**config.mk**
```make
export PLATFORM = sky130hd
export DESIGN_NAME = fetch_unit
export DESIGN_NICKNAME = d
export VERILOG_FILES = /design/src/rtl/fetch_unit.sv
export SDC_FILE = /design/constraint.sdc
export NUM_CORES = 1
export LEC_CHECK = 0
export ABC_AREA = 0
export CAP_MARGIN = 20
export CORE_UTILIZATION = 55
export DETAILED_ROUTE_END_ITERATION = 10
export PLACE_DENSITY = 0.8
export SYNTH_ARGS = -nofsm -noshare
export SYNTH_HDL_FRONTEND = slang
export SYNTH_SLANG_ARGS = --single-unit
export TNS_END_PERCENT = 100
```
**constraint.sdc**
```tcl
create_clock -name clk -period 4.6 [get_ports clk]
set_input_delay 0.46 -clock clk [delete_from_list [all_inputs] [get_ports clk]]
set_output_delay 0.46 -clock clk [all_outputs]
set_load 0.005 [all_outputs]
```
**src/rtl/fetch_unit.sv**
```systemverilog
// Instruction fetch: owns the PC, captures same-cycle RAM data into a prefetch queue, one-cycle head latency.
// Decode backpressure fills the queue, then fetch stalls with the PC held; redirect flushes all but a head popped that cycle.
module fetch_unit #(
  parameter int          PC_W     = 8,
  parameter int          INSTR_W  = 32,
  parameter int          QDEPTH   = 4,
  parameter int unsigned RESET_PC = 0
) (
  input  logic                       clk,
  input  logic                       rst_n,
  input  logic                       fetch_en,
  output logic [PC_W-1:0]            pc_addr,
  input  logic [INSTR_W-1:0]         fetch_instr_in,
  input  logic                       redirect_valid,
  input  logic [PC_W-1:0]            redirect_pc,
  output logic                       instr_valid,
  output logic [INSTR_W-1:0]         instr_out,
  output logic [PC_W-1:0]            instr_pc,
  input  logic                       instr_ready,
  output logic [$clog2(QDEPTH):0]    q_count
);

  localparam int PTR_W = $clog2(QDEPTH);
  localparam int CNT_W = PTR_W + 1;

  logic [PC_W-1:0]    pc_q, pc_d;
  logic [PTR_W-1:0]   rd_ptr_q, rd_ptr_d;
  logic [PTR_W-1:0]   wr_ptr_q, wr_ptr_d;
  logic [CNT_W-1:0]   cnt_q, cnt_d;

  logic [INSTR_W-1:0] instr_mem_q [QDEPTH];
  logic [PC_W-1:0]    pc_mem_q    [QDEPTH];

  logic head_vld;
  logic pop;
  logic push;
  logic not_full;

  assign head_vld = (cnt_q != '0);
  assign not_full = (cnt_q < CNT_W'(QDEPTH));
  assign pop      = head_vld & instr_ready;
  // A full queue can still accept a fetch when the head leaves in the same cycle.
  assign push     = fetch_en & ~redirect_valid & (not_full | pop);

  always_comb begin
    pc_d     = pc_q;
    rd_ptr_d = rd_ptr_q;
    wr_ptr_d = wr_ptr_q;
    cnt_d    = cnt_q;
    if (redirect_valid) begin
      // Flush: the head popped this cycle is already consumed by decode.
      pc_d     = redirect_pc;
      rd_ptr_d = '0;
      wr_ptr_d = '0;
      cnt_d    = '0;
    end else begin
      if (push) begin
        pc_d     = pc_q + 1'b1;
        wr_ptr_d = wr_ptr_q + 1'b1;
      end
      if (pop) begin
        rd_ptr_d = rd_ptr_q + 1'b1;
      end
      if (push && !pop) begin
        cnt_d = cnt_q + 1'b1;
      end else if (pop && !push) begin
        cnt_d = cnt_q - 1'b1;
      end
    end
  end

  always_ff @(posedge clk or negedge rst_n) begin
    if (!rst_n) begin
      pc_q     <= PC_W'(RESET_PC);
      rd_ptr_q <= '0;
      wr_ptr_q <= '0;
      cnt_q    <= '0;
    end else begin
      pc_q     <= pc_d;
      rd_ptr_q <= rd_ptr_d;
      wr_ptr_q <= wr_ptr_d;
      cnt_q    <= cnt_d;
    end
  end

  // Storage needs no reset; occupancy alone decides what is visible.
  always_ff @(posedge clk) begin
    if (push) begin
      instr_mem_q[wr_ptr_q] <= fetch_instr_in;
      pc_mem_q[wr_ptr_q]    <= pc_q;
    end
  end

  assign pc_addr     = pc_q;
  assign q_count     = cnt_q;
  assign instr_valid = head_vld;
  assign instr_out   = head_vld ? instr_mem_q[rd_ptr_q] : '0;
  assign instr_pc    = head_vld ? pc_mem_q[rd_ptr_q]    : '0;

endmodule
```
Yosys cells after proc, flatten, opt, wreduce, memory -nomap -nowiden
Memories as Yosys holds them, arrays and structs flattened.
Index checks and enable logic that the tools add are counted.
{"block": "word_totals", "register_bits": 15, "ramBits": 160, "in_bits": 45, "output_inout_bits": 52, "word_cells": 38, "mem_count": 2}
{"name": "instr_mem_q", "depth": 4, "width": 32, "read_ports": 1, "rd_ports_with_merged_regs": 0, "wr": 1, "line": "31", "text": "logic [INSTR_W-1:0] instr_mem_q [QDEPTH];"}
{"name": "pc_mem_q", "depth": 4, "width": 8, "read_ports": 1, "rd_ports_with_merged_regs": 0, "wr": 1, "line": "32", "text": "logic [PC_W-1:0] pc_mem_q [QDEPTH];"}
{"block": "op_classes", "addsub": 5, "n_lt_le_gt_ge": 1, "n_mux": 13, "n_bitwise": 5, "reduce_logical": 8}
{"cell": "$mux W32", "n": 1}
{"cell": "$mux W8", "n": 3}
{"cell": "$mux W3", "n": 3}
{"cell": "$add A8 B1 Y8 const B", "n": 1}
{"cell": "$mux W2", "n": 4}
{"cell": "$reduce_bool A3 Y1", "n": 2}
{"cell": "$add A2 B1 Y2 const B", "n": 2}
{"cell": "$reduce_bool A2 Y1", "n": 2}
{"cell": "$add A3 B1 Y3 const B", "n": 1}
{"cell": "$and A1 B1 Y1", "n": 3}
{"cell": "$lt A3 B3 Y1 const B", "n": 1}
{"cell": "$sub A3 B1 Y3 const B", "n": 1}
{"cell": "$logic_and A1 B1 Y1", "n": 2}
{"cell": "$logic_not A1 Y1", "n": 2}
{"cell": "$mux W1", "n": 2}
{"cell": "$not A1 Y1", "n": 1}
{"cell": "$or A1 B1 Y1", "n": 1}

Logic depth before layout (Yosys ltp)
Gate-level depths: netlist (run 1).
{"block": "logic_depth", "depth_word": 9, "depth_mapped": 8, "ltp_nobuf": 7}

Worst setup path before layout (run 1)
OpenSTA, ideal clock, no wires.
{"block": "synth_path", "kind": "input to register", "start": "input port fetch_en", "end": "memory instr_mem_q[0][0] (enable)", "setup_ps": 495, "arrival_time_ps": 3923, "t_required_ps": 4105, "slack_ps": 182, "cell_stages": 4, "n_path_buf": 2, "cell_sequence": "clkbuf_2 > buf_2 > nand2_1 > nor3b_1"}
{"block": "synth_via", "elab_chain_cells": 4}
{"element": "from (decl)", "line": "11", "text": "input logic fetch_en,"}
{"element": "$and A1 B1 Y1 (2 in a row)", "line": "43", "text": "assign push = fetch_en & ~redirect_valid & (not_full | pop);"}
{"element": "$mux W1", "line": "88", "text": "if (push) begin"}
{"element": "$mux W1 (implied by the code)", "line": "89", "text": "instr_mem_q[wr_ptr_q] <= fetch_instr_in;"}
{"element": "to (decl)", "line": "31"}
No other way between the ends.

Final worst setup path (run 1)
{"block": "layout_path", "start": "register rd_ptr_q[0]", "end": "output port instr_out[31]"}
{"block": "layout_via", "elab_chain_cells": 2}
{"element": "from (decl)", "line": "27", "text": "logic [PTR_W-1:0] rd_ptr_q, rd_ptr_d;"}
{"element": "from (signal assigned)", "line": "80", "text": "rd_ptr_q <= rd_ptr_d;"}
{"element": "$mem_v2 Z4 W32"}
{"element": "$mux W32", "line": "97", "text": "assign instr_out = head_vld ? instr_mem_q[rd_ptr_q] : '0;"}
{"element": "to (decl)", "line": "17", "text": "output logic [INSTR_W-1:0] instr_out,"}
No other way between the ends.

==> results of run 1 <==
[placed cells by master, fill, tap and decap left out, types with 7 or more instances in the layout]
cell type        Yosys  routed
dfrtp_1             15      13
inv_1                7       7
nor2_1              11      11
and2_1              41      41
buf_4                1      11
clkdlybuf4s50_1      0      96
a31oi_1              7       7
edfxtp_1           160     160
clkbuf_16            0      17
mux4_2              38      38
[metal layers]
metal	part of all wire, %	GRT usage (%)	up-vias
li1	-	-	1702
met1	41	28.8	1925
met2	53	37.9	114
met3	4.9	4.60	11
met4	0.94	8.21	0
met5	0	0	-
[state kept, by name, indices dropped and copies added (netlist names)]
register and count:
instr_mem_q 128, pc_mem_q 32, pc_addr 8, q_count 3
rd_ptr_q 2, wr_ptr_q 2
[metrics by stage]
stage / cells / power (mW) / utilization, %
3_5_place_dp: 632 / 2.83 / 65.2
4_1_cts: 664 / 4.34 / 70.2
5_1_grt: 664 / 4.47 / 70.2
6_report: 664 / 4.29 / 70.2
3_3_place_gp: 632 / 2.80 / 65.2
2_1_floorplan: 376 / 2.42 / -
[critical path, cell delays in order, from the launching register on]
cell	delay [ns]
dfrtp_2	0.94
buf_4	0.34
mux4_1	0.58
and2_1	0.18
clkdlybuf4s50_1	0.44
[final timing paths]
path | to | slack (ns) | depth (start not counted)
setup / recovery | instr_out[31] | 1.23 | 4
hold / removal | pc_addr[5]$_DFFE_PN0P_ | 0.48 | 1
setup reg to reg | q_count[1]$_DFFE_PN0P_ | 2.13 | 6
hold reg to reg | wr_ptr_q[0]$_DFFE_PN0P_ | 0.62 | 2
max in group asynchronous | rd_ptr_q[1]$_DFFE_PN0P_ | 3.62 | 1
min in group clk | pc_addr[0]$_DFFE_PN0P_ | 0.61 | 3
[cell families after synthesis]
kind of cell               after synthesis  share of synthesized area [%]
muxes                                   40                           12.7
AOI/OAI and AO/OA                       31                           2.87
and+or+nand+nor                         92                           7.79
DFF                                    175                           72.4
adders and majority gates                6                           1.15
buffers and inverters                   30                           2.80
xor gates and xnor gates                 2                          0.245
[layout make-up]
type                    instances  area (um2)  area share (%)
multi-input cells             171        1790            20.1
flip-flops and latches        175        5180            58.3
well taps                     172         215            2.42
repair buffers                107        1040            11.7
clock buffers                  22         474            5.33
inverters                       7        26.3           0.296
clock inverters                10         159            1.79
[report_power, final]
group / leakage (nW) / total [mW] / internal [mW] / switching [mW]
Combinational: 0.980 / 0.866 / 0.553 / 0.313
Sequential: 1.63 / 1.92 / 1.81 / 0.108
Clock: 0.308 / 1.51 / 0.951 / 0.555
Total: 2.92 / 4.29 / 3.32 / 0.976
==> run_results.csv, run 1 <==
group,metric,value,unit
outcome,status,"completed",
yosys,synth-async-reset-ratio,8.57,%
yosys,syn_area,7150,um2
sta,fin_crit,3.37,ns
clocking,cts_tree,"yes",
sta,timing.setup.tns,0,ns
floorplanning,die_h,116,um
worst_setup_path,crit_required,4.14,ns
finish,final_area,8890,um2
finish,syn2layout_area_growth,24.3,%
sta,finalHoldViolCount,0,
finish,drive_gt1_share,17.7,%
floorplanning,start_util,56.4,%
yosys,ys_types,41,
floorplanning,die_w,116,um
yosys,yosysWarnings,0,
sta,worst_slack,1.23,ns
worst_setup_path,critPathCaptureType,"output port",
worst_setup_path,cp-startpoint,"rd_ptr_q[0]$_DFFE_PN0P_",
yosys,synth_cells,376,
finish,diodes,0,
yosys,synth.avg_cell_area,19.0,um2
sta,rsz0062_at_grt,"false",
floorplanning,num_rows,41,
yosys,synth.largest_area_cell,"edfxtp_1",
clocking,clock_sinks,175,
grt,first_global_vias,3875,
sta,fin_crit_sh,73.4,%
clocking,clk_pin_slew,0.06,ns
sta,maxSlewHeadroom,31.8,%
worst_setup_path,startpoint_type,"register",
drt,routedWlPerCell,20.6,um
power,power_density,483,nW/um2
power,ir_worst_vdd,0.288,mV
placement,routabilityCongestion,0.716,
sta,tightest_slew,1.02,ns
run,maxCapViolations,0,
grt,antenna_found_initial,0,
grt,grt-ovfl-total,0,
worst_setup_path,cp.arrival,2.91,ns
clocking,htreeDepth,4,
placement,port_buffers,96,
clocking,clkLatencyLatePin,0.41,ns
finish,fin_nets,530,
sta,drv_slew,0,
drt,ant_nets,0,
floorplanning,ios,97,
drt,vias_per_cell,5.65,
placement,hpwl,8.08,mm
drt,dr.pass1.iters,4,
clocking,cts_buffers,17,
yosys,ys_ff_latch,175,
finish,nFillCells,789,
grt,grt.total_usage,22.3,%
worst_setup_path,path_class,"register to output port",
yosys,ys.flop_type,"edfxtp_1",
yosys,synth_most_common_cell,"edfxtp_1",
placement,postPlaceCellArea,8260,um2
drt,vias,3752,
floorplanning,core_region_area,12700,um2
yosys,syn-num-nets,427,
placement,dp_slack,1.43,ns
grt,grt_max_degree,42,
drt,drt-total-wl,13.7,mm
sta,setup_viol_count_final,0,
clocking,cts_setup_buffers,0,
clocking,clk_path_buf_depth,2,
drt,drc,0,
sta,whs,0.478,ns
clocking,ctsHoldBuffers,0,
yosys,synth_edf_count,160,
yosys,synth-seq-area-share,72.4,%
hold_path,hp-class,"input pin to asynchronous set/reset pin",
power,p_leak,2.92,nW
yosys,yosys-top-cells-area,"edfxtp_1, mux4_2, dfrtp_1, and2_1, buf_12",
grt,grt_pass1_wl,21.1,mm
worst_setup_path,r2r-start,"q_count[2]$_DFFE_PN0P_",
sta,clock.fmax,0.296,GHz
floorplanning,dieArea,13500,um2
clocking,ctsResizeCount,0,
clocking,clockRootBuffer,"clkbuf_16",
sta,skew,0.00613,ns
yosys,synth_top_cell_area_share,67.2,%
drt,drt_iter0_drc,265,
worst_setup_path,cp_max_fo,27,
yosys,synth_commonest_cells,"edfxtp_1, and2_1, mux4_2, dfrtp_1, nor2_1",
No activity file was read; power rests on OpenSTA's default activity.
==> run 2, diff against run 1 <==
Clock period 4.6 ns to 3.3 ns, I/O delays scaled along.
==> run_results.csv, run 2 (same netlist as run 1, synthesis figures left out) <==
group,metric,value,unit
worst_setup_path,crit_path_top_delay_cell,"dfrtp_2",
worst_setup_path,path_class,"register to output port",
placement,hpwl,8.04,mm
clocking,htreeDepth,4,
hold_path,hp-class,"input pin to asynchronous set/reset pin",
worst_setup_path,crit_required,2.97,ns
sta,setup_viol_count_final,0,
floorplanning,num_rows,41,
sta,fin_crit_sh,87.1,%
floorplanning,start_util,56.4,%
placement,routabilityCongestion,0.802,
clocking,ctsHoldBuffers,0,
finish,nFillCells,819,
clocking,clk_path_buf_depth,2,
sta,clock.fmax,0.348,GHz
worst_setup_path,cp_max_fo,17,
finish,syn2layout_area_growth,24.2,%
grt,grt_pass1_wl,20.2,mm
drt,drt-total-wl,13.1,mm
floorplanning,die_h,116,um
clocking,clk_pin_slew,0.07,ns
finish,largest_reg_flops,128,
clocking,ctsResizeCount,0,
drt,vias_per_cell,5.69,
finish,diodes,0,
clocking,cts_tree,"yes",
grt,grt.total_usage,21.2,%
clocking,cts_buffers,17,
drt,drt_iter0_drc,308,
drt,drc,0,
clocking,clockRootBuffer,"clkbuf_16",
drt,dr.pass1.iters,4,
clocking,clock_sinks,175,
floorplanning,dieArea,13500,um2
finish,layout_common_cells,"edfxtp_1, clkdlybuf4s50_1, and2_1",
grt,antenna_found_initial,0,
worst_setup_path,startpoint_type,"register",
sta,maxSlewHeadroom,50.3,%
worst_setup_path,slowest_delay,0.56,ns
power,p_leak,2.91,nW
drt,routedWlPerCell,19.7,um
finish,regMostFlops,"instr_mem_q",
drt,vias,3804,
outcome,status,"completed",
finish,fin_nets,535,
grt,grt-ovfl-total,0,
sta,fin_crit,2.87,ns
floorplanning,ios,97,
placement,port_buffers,96,
run,maxCapViolations,0,
placement,dp_cells,637,
worst_setup_path,cp.arrival,2.54,ns
floorplanning,core_region_area,12700,um2
worst_setup_path,critPathCaptureType,"output port",
power,ir_worst_vdd,0.382,mV
drt,ant_nets,0,
sta,tightest_slew,0.743,ns
grt,first_global_vias,3906,
sta,drv_slew,0,
floorplanning,die_w,116,um
clocking,clkLatencyLatePin,0.42,ns
power,power_density,654,nW/um2
finish,post-route-util,70.1,%
finish,instances_no_fill,669,
grt,grt_max_degree,42,
finish,final_common_cell,"edfxtp_1",
finish,drive_gt1_share,18.5,%
clocking,cts_setup_buffers,0,
worst_setup_path,path_cells,"buf_4 > mux4_2 > and2_1 > clkdlybuf4s50_1",
sta,rsz0062_at_grt,"false",
sta,finalHoldViolCount,0,
sta,skew,0.00704,ns
==> run 2: cell types whose count changed in the layout (fill, tap and decap cells not counted), sizes merged <==
cell      change
buf           +5
bufinv        -2
clkinvlp      +3
clkbuf        -2
clkinv        -1
inv           +2
==> run 2: where the power goes <==
| part | leakage [nW] | internal, mW | switching (mW) |
|---|---|---|---|
| Combinational | 1.01 | 0.780 | 0.492 |
| Clock | 0.267 | 1.12 | 0.794 |
| Sequential | 1.63 | 2.53 | 0.0992 |
==> run 2: path summary, 6_finish.rpt <==
check                                                to  cells past startpoint  slack [ns]                    start
worst max-delay path                      instr_out[21]                      4        0.43  rd_ptr_q[0]$_DFFE_PN0P_
worst min-delay path             pc_addr[0]$_DFFE_PN0P_                      1        0.35                    rst_n
worst max register to register   q_count[1]$_DFFE_PN0P_                      7        0.89   q_count[2]$_DFFE_PN0P_
worst min register to register  wr_ptr_q[1]$_DFFE_PN0P_                      2        0.61  wr_ptr_q[1]$_DFFE_PN0P_
max in group asynchronous       rd_ptr_q[0]$_DFFE_PN0P_                      1        2.43                    rst_n
min in group clk                 pc_addr[1]$_DFFE_PN0P_                      3        0.48           redirect_pc[1]
==> run 2: layer usage <==
metal | vias to the layer above | part of all wire, % | global-route usage, %
met4 | 0 | 2.0 | 8.38
met2 | 129 | 53 | 36.7
met3 | 18 | 5.4 | 5.60
met1 | 1942 | 40 | 25.5
met5 | - | 0 | 0
li1 | 1715 | - | -
==> run 2: cell type report <==
cell class | count | area [um2] | share of cell area [%]
Clock inverter | 12 | 139 | 1.56
Clock buffer | 20 | 437 | 4.92
Tap cell | 172 | 215 | 2.42
Inverter | 7 | 26.3 | 0.296
Timing Repair Buffer | 112 | 1090 | 12.3
Multi-Input combinational cell | 171 | 1790 | 20.2
Sequential cell | 175 | 5180 | 58.3
==> run 2: stage by stage <==
step	hold WS [ns]	instance area [um2]	power [mW]	worst slack [ns]	setup TNS, ns
final	0.351	8880	5.81	0.427	0
after global routing	0.392	8880	6.07	0.258	0
after CTS	0.357	8880	5.87	0.351	0
after detailed placement	0.595	8310	3.95	0.707	0
after global placement	0.580	8310	3.92	0.834	0
after floorplan	0.0344	7150	3.37	-0.988	-158.13
==> run 2: critical path, delay by kind of cell (launching register included) <==
family / cells / cell delay [ns]
buffers and inverters: 2 / 0.84
muxes: 1 / 0.54
and+or+nand+nor: 1 / 0.18
DFF: 1 / 0.56
==> edit 1: new RTL, config.mk and constraints of run 1 <==
Register the output `q_count` once more; this adds one clock of latency there. The other outputs are not delayed to match.
--- a/src/rtl/fetch_unit.sv
+++ b/src/rtl/fetch_unit.sv
@@ -92,7 +92,9 @@
   end
 
   assign pc_addr     = pc_q;
-  assign q_count     = cnt_q;
+  always_ff @(posedge clk) begin
+    q_count <= cnt_q;
+  end
   assign instr_valid = head_vld;
   assign instr_out   = head_vld ? instr_mem_q[rd_ptr_q] : '0;
   assign instr_pc    = head_vld ? pc_mem_q[rd_ptr_q]    : '0;
Function: changed (a bounded check fails within 4 cycles, from zero or initial values and one cycle with rst_n low).
==> edit 1 against run 1 <==
  * Routed wire length fell by 1.9%
  * Combinational power rose by 34%
  * Sequential cell count rose by 3
  * Total power rose by 7.5%
  * Area after synthesis rose by 0.98%
  * Largest cell class unchanged
  * Worst setup slack improved by 0.051 ns
  * Final area rose by 0.15%
  * First-iteration DRC count rose by 17%
==> edit 1: results (changes against run 1) <==
stage	metric	value	unit	change
status	status	completed		unchanged
logic_synthesis	ys_top_cells_by_area	edfxtp_1, mux4_2, dfrtp_1		unchanged
routing	wl_met2	6.78	mm	was 7.26 mm
global_routing	grt_use_met2	0.346		was 0.379
logic_synthesis	syn-num-nets	433		was 427
logic_synthesis	seq_area_frac_synth	0.726		was 0.724
timing	fin_ws	1.28	ns	was 1.23 ns
power	p_int	3.48	mW	was 3.32 mW
global_routing	grt_pass1_wl	20.8	mm	was 21.1 mm
logic_synthesis	avgSynthCellArea	18.9	µm²	was 19.0 µm²
setup_path	reg2reg_slack	2.09	ns	was 2.13 ns
timing	relSlewSlack	0.312		was 0.318
global_routing	use_met3	0.0555		was 0.0460
logic_synthesis	ys_types	38		was 41
cells_and_area	layout.nets	531		was 530
cells_and_area	fin_cells	665		was 664
logic_synthesis	asyncSetResetFlopFracSynth	0.0843		was 0.0857
placed_design	placed_area	8310	µm²	was 8260 µm²
routing	met1_length	5.67	mm	was 5.63 mm
placed_design	dp_cells	633		was 632
placed_design	hpwl	7.70	mm	was 8.08 mm
routing	wirelength	13.4	mm	was 13.7 mm
power	comb_power	1.16	mW	was 0.866 mW
routing	drtIter0Drc	309		was 265
setup_path	ff2ff_path_depth	7		was 6
setup_path	rr_startpoint	cnt_q[2]		was q_count[2]
power	vdd_drop_max	0.226	mV	was 0.288 mV
placed_design	gp_congestion	0.807		was 0.716
cells_and_area	drive_gt1_frac	0.172		was 0.177
power	p_leak	2.92	nW	about the same
setup_path	crit_fanout	28		was 27
## edit 1: cell types whose count changed after synthesis, sizes merged, moves of 2 or more
cell / change
a31oi: +2
buf: +2
dfxtp: +3
nand2b: -2
## edit 1: final cells by class
class | count | area [µm²]
well taps | 172 | 215
flip-flops and latches | 178 | 5240
inverters | 7 | 26.3
multi-input cells | 173 | 1800
clock inverters | 10 | 135
clock buffers | 22 | 464
repair buffers | 103 | 1030
fillers | 858 | 3820
## edit 1: kinds of logic after synthesis
| kind of cell | count (synthesis) | synth area share |
|---|---|---|
| mux | 40 | 0.126 |
| compound gates | 32 | 0.0289 |
| buf+inv | 31 | 0.0284 |
| fa+ha+maj | 6 | 0.0114 |
| flops | 178 | 0.726 |
| xor+xnor | 2 | 0.00243 |
| simple gates | 93 | 0.0773 |
## edit 1: critical path, cell delays in order, from the launching register on
cell and delay, ns:
dfrtp_2 0.96, buf_4 0.35, mux4_2 0.53, and2_1 0.17, clkdlybuf4s50_1 0.43
==> edit 2: new RTL, flow settings as in run 1 <==
Without the edit above. Set the parameter `INSTR_W` to 48 (it was 32).
--- a/src/rtl/fetch_unit.sv
+++ b/src/rtl/fetch_unit.sv
@@ -2,7 +2,7 @@
 // Decode backpressure fills the queue, then fetch stalls with the PC held; redirect flushes all but a head popped that cycle.
 module fetch_unit #(
   parameter int          PC_W     = 8,
-  parameter int          INSTR_W  = 32,
+  parameter int          INSTR_W  = 48,
   parameter int          QDEPTH   = 4,
   parameter int unsigned RESET_PC = 0
 ) (
Interface: changed (resized fetch_instr_in and instr_out); port bits go from 97 to 129. The function was not compared with the original's and may differ.
==> edit 2 against run 1 <==
  * Final area up 34%
  * Utilization up 0.81 points
  * Clock skew up 0.0015 ns
  * Critical path depth unchanged
  * Area after synthesis up 33%
  * Total power up 37%
  * Worst setup slack better by 0.096 ns
  * Sequential cell count up 64
  * Clock power up 41%
  * Routed wire length up 32%
  * Critical path type unchanged
  * Largest power group unchanged
==> edit 2: results (changes against run 1) <==
stage	metric	value	unit	change
status	status	completed		unchanged
logic_synthesis	synth-edff-count	224		was 160
clock_network	h-tree-depth	1		was 4
routing	drtIter0Drc	293		was 265
timing	hold_ws	0.381	ns	was 0.478 ns
setup_path	critPathTopFamily	buffers and inverters		was flip-flops
global_routing	grt_pass1_vias	5138		was 3,875
setup_path	crit_fanout	34		was 27
power	p_int	4.54	mW	was 3.32 mW
routing	drtPass1Iterations	5		was 4
cells_and_area	layout.nets	681		was 530
clock_network	clk_pin_slew	0.06	ns	about the same
placed_design	placed_area	11000	µm²	was 8260 µm²
placed_design	hpwl	10.9	mm	was 8.08 mm
timing	finClkSkew	0.00760	ns	was 0.00613 ns
setup_path	critPathMaxStageDelay	0.75	ns	was 0.94 ns
cells_and_area	num_antenna_cells	0		unchanged
clock_network	max-clock-path-buffers	3		was 2
logic_synthesis	synthTopCellsByCount	edfxtp_1, and2_1, mux4_2		unchanged
setup_path	reg2reg_slack	2.23	ns	was 2.13 ns
routing	wirelength	18.1	mm	was 13.7 mm
power	vdd_drop_max	0.329	mV	was 0.288 mV
logic_synthesis	asyncSetResetFlopFracSynth	0.0628		was 0.0857
global_routing	grt_pass1_wl	28.0	mm	was 21.1 mm
placed_design	port_buffers	128		was 96
logic_synthesis	ys_types	38		was 41
global_routing	grtUsageTotal	0.207		was 0.223
logic_synthesis	seq_area_frac_synth	0.745		was 0.724
setup_path	cp.arrival	2.82	ns	was 2.91 ns
clock_network	insertion_delay	0.50	ns	was 0.41 ns
timing	relSlewSlack	0.353		was 0.318
clock_network	cts-buffers-inserted	24		was 17
cells_and_area	largest_reg_flops	192		was 128
routing	viasPerCell	5.80		was 5.65
placed_design	gp_congestion	0.828		was 0.716
global_routing	grt_max_degree	58		was 42
logic_synthesis	ys_top_cells_by_area	edfxtp_1, mux4_2, dfrtp_1		unchanged
clock_network	ctsResizeCount	0		unchanged
power	p_leak	3.87	nW	was 2.92 nW
setup_path	crit_path_top_delay_cell	dfrtp_4		was dfrtp_2
[edit 2: cell count changes in the layout (fill, tap and decap cells not counted), moves of 2 or more]
cell,run 1,this run
and2_1,41,57
bufinv_16,4,6
clkbuf_16,17,25
clkbuf_8,3,0
clkdlybuf4s50_1,96,128
clkinv_2,2,8
clkinv_4,2,0
edfxtp_1,160,224
inv_6,0,2
mux4_1,2,0
mux4_2,38,56
[edit 2: routing by layer]
| layer | routed length, µm | global-route usage |
|---|---|---|
| met2 | 9300 | 0.354 |
| met5 | 0 | 0 |
| met1 | 7470 | 0.278 |
| met4 | 269 | 0.0524 |
| met3 | 1070 | 0.0388 |
[edit 2: cells by family after synthesis]
logic type	Yosys count	synth area share
adder cells (fa/ha/maj)	6	0.00867
XOR/XNOR	2	0.00184
multiplexers	56	0.132
AO/OA/AOI/OAI	31	0.0215
flip-flops	239	0.745
AND/OR/NAND/NOR	108	0.0681
buffers and inverters	35	0.0222
[edit 2: worst max-delay path by stage]
stage / slack, ns / cells past startpoint / end / start
2_1_floorplan: -1.02 / 4 / instr_mem_q[0][0] / fetch_en
3_5_place_dp: 1.54 / 7 / q_count[1] / instr_ready
6_report: 1.32 / 4 / instr_out[47] / rd_ptr_q[0]
4_1_cts: 1.24 / 4 / instr_out[4] / rd_ptr_q[0]
3_3_place_gp: 1.70 / 7 / q_count[1] / instr_ready
5_1_grt: 1.13 / 4 / instr_out[47] / rd_ptr_q[0]
[edit 2: cell type report]
type / count / area, µm²
clock buffer: 27 / 633
clock inverter: 17 / 241
fill: 1029 / 4860
inverter: 7 / 26.3
multi-input combinational: 203 / 2240
sequential: 239 / 7110
tap: 220 / 275
timing repair buffer: 139 / 1380
[edit 2: power groups by stage]
stage / Combinational, mW / Clock [mW] / Sequential, mW
5_1_grt: 1.28 / 2.25 / 2.59
4_1_cts: 1.21 / 2.16 / 2.58
2_1_floorplan: 0.689 / 0 / 2.56
6_report: 1.19 / 2.13 / 2.57
3_5_place_dp: 1.20 / 0 / 2.62
3_3_place_gp: 1.19 / 0 / 2.61
[edit 2: metrics by stage]
step	power, mW	setup TNS, ns	std cells	util
after floorplan	3.25	-228.16	477	-
after global placement	3.80	0	808	0.658
after detailed placement	3.82	0	808	0.658
after CTS	5.94	0	852	0.710
after global routing	6.11	0	852	0.710
final	5.89	0	852	0.710
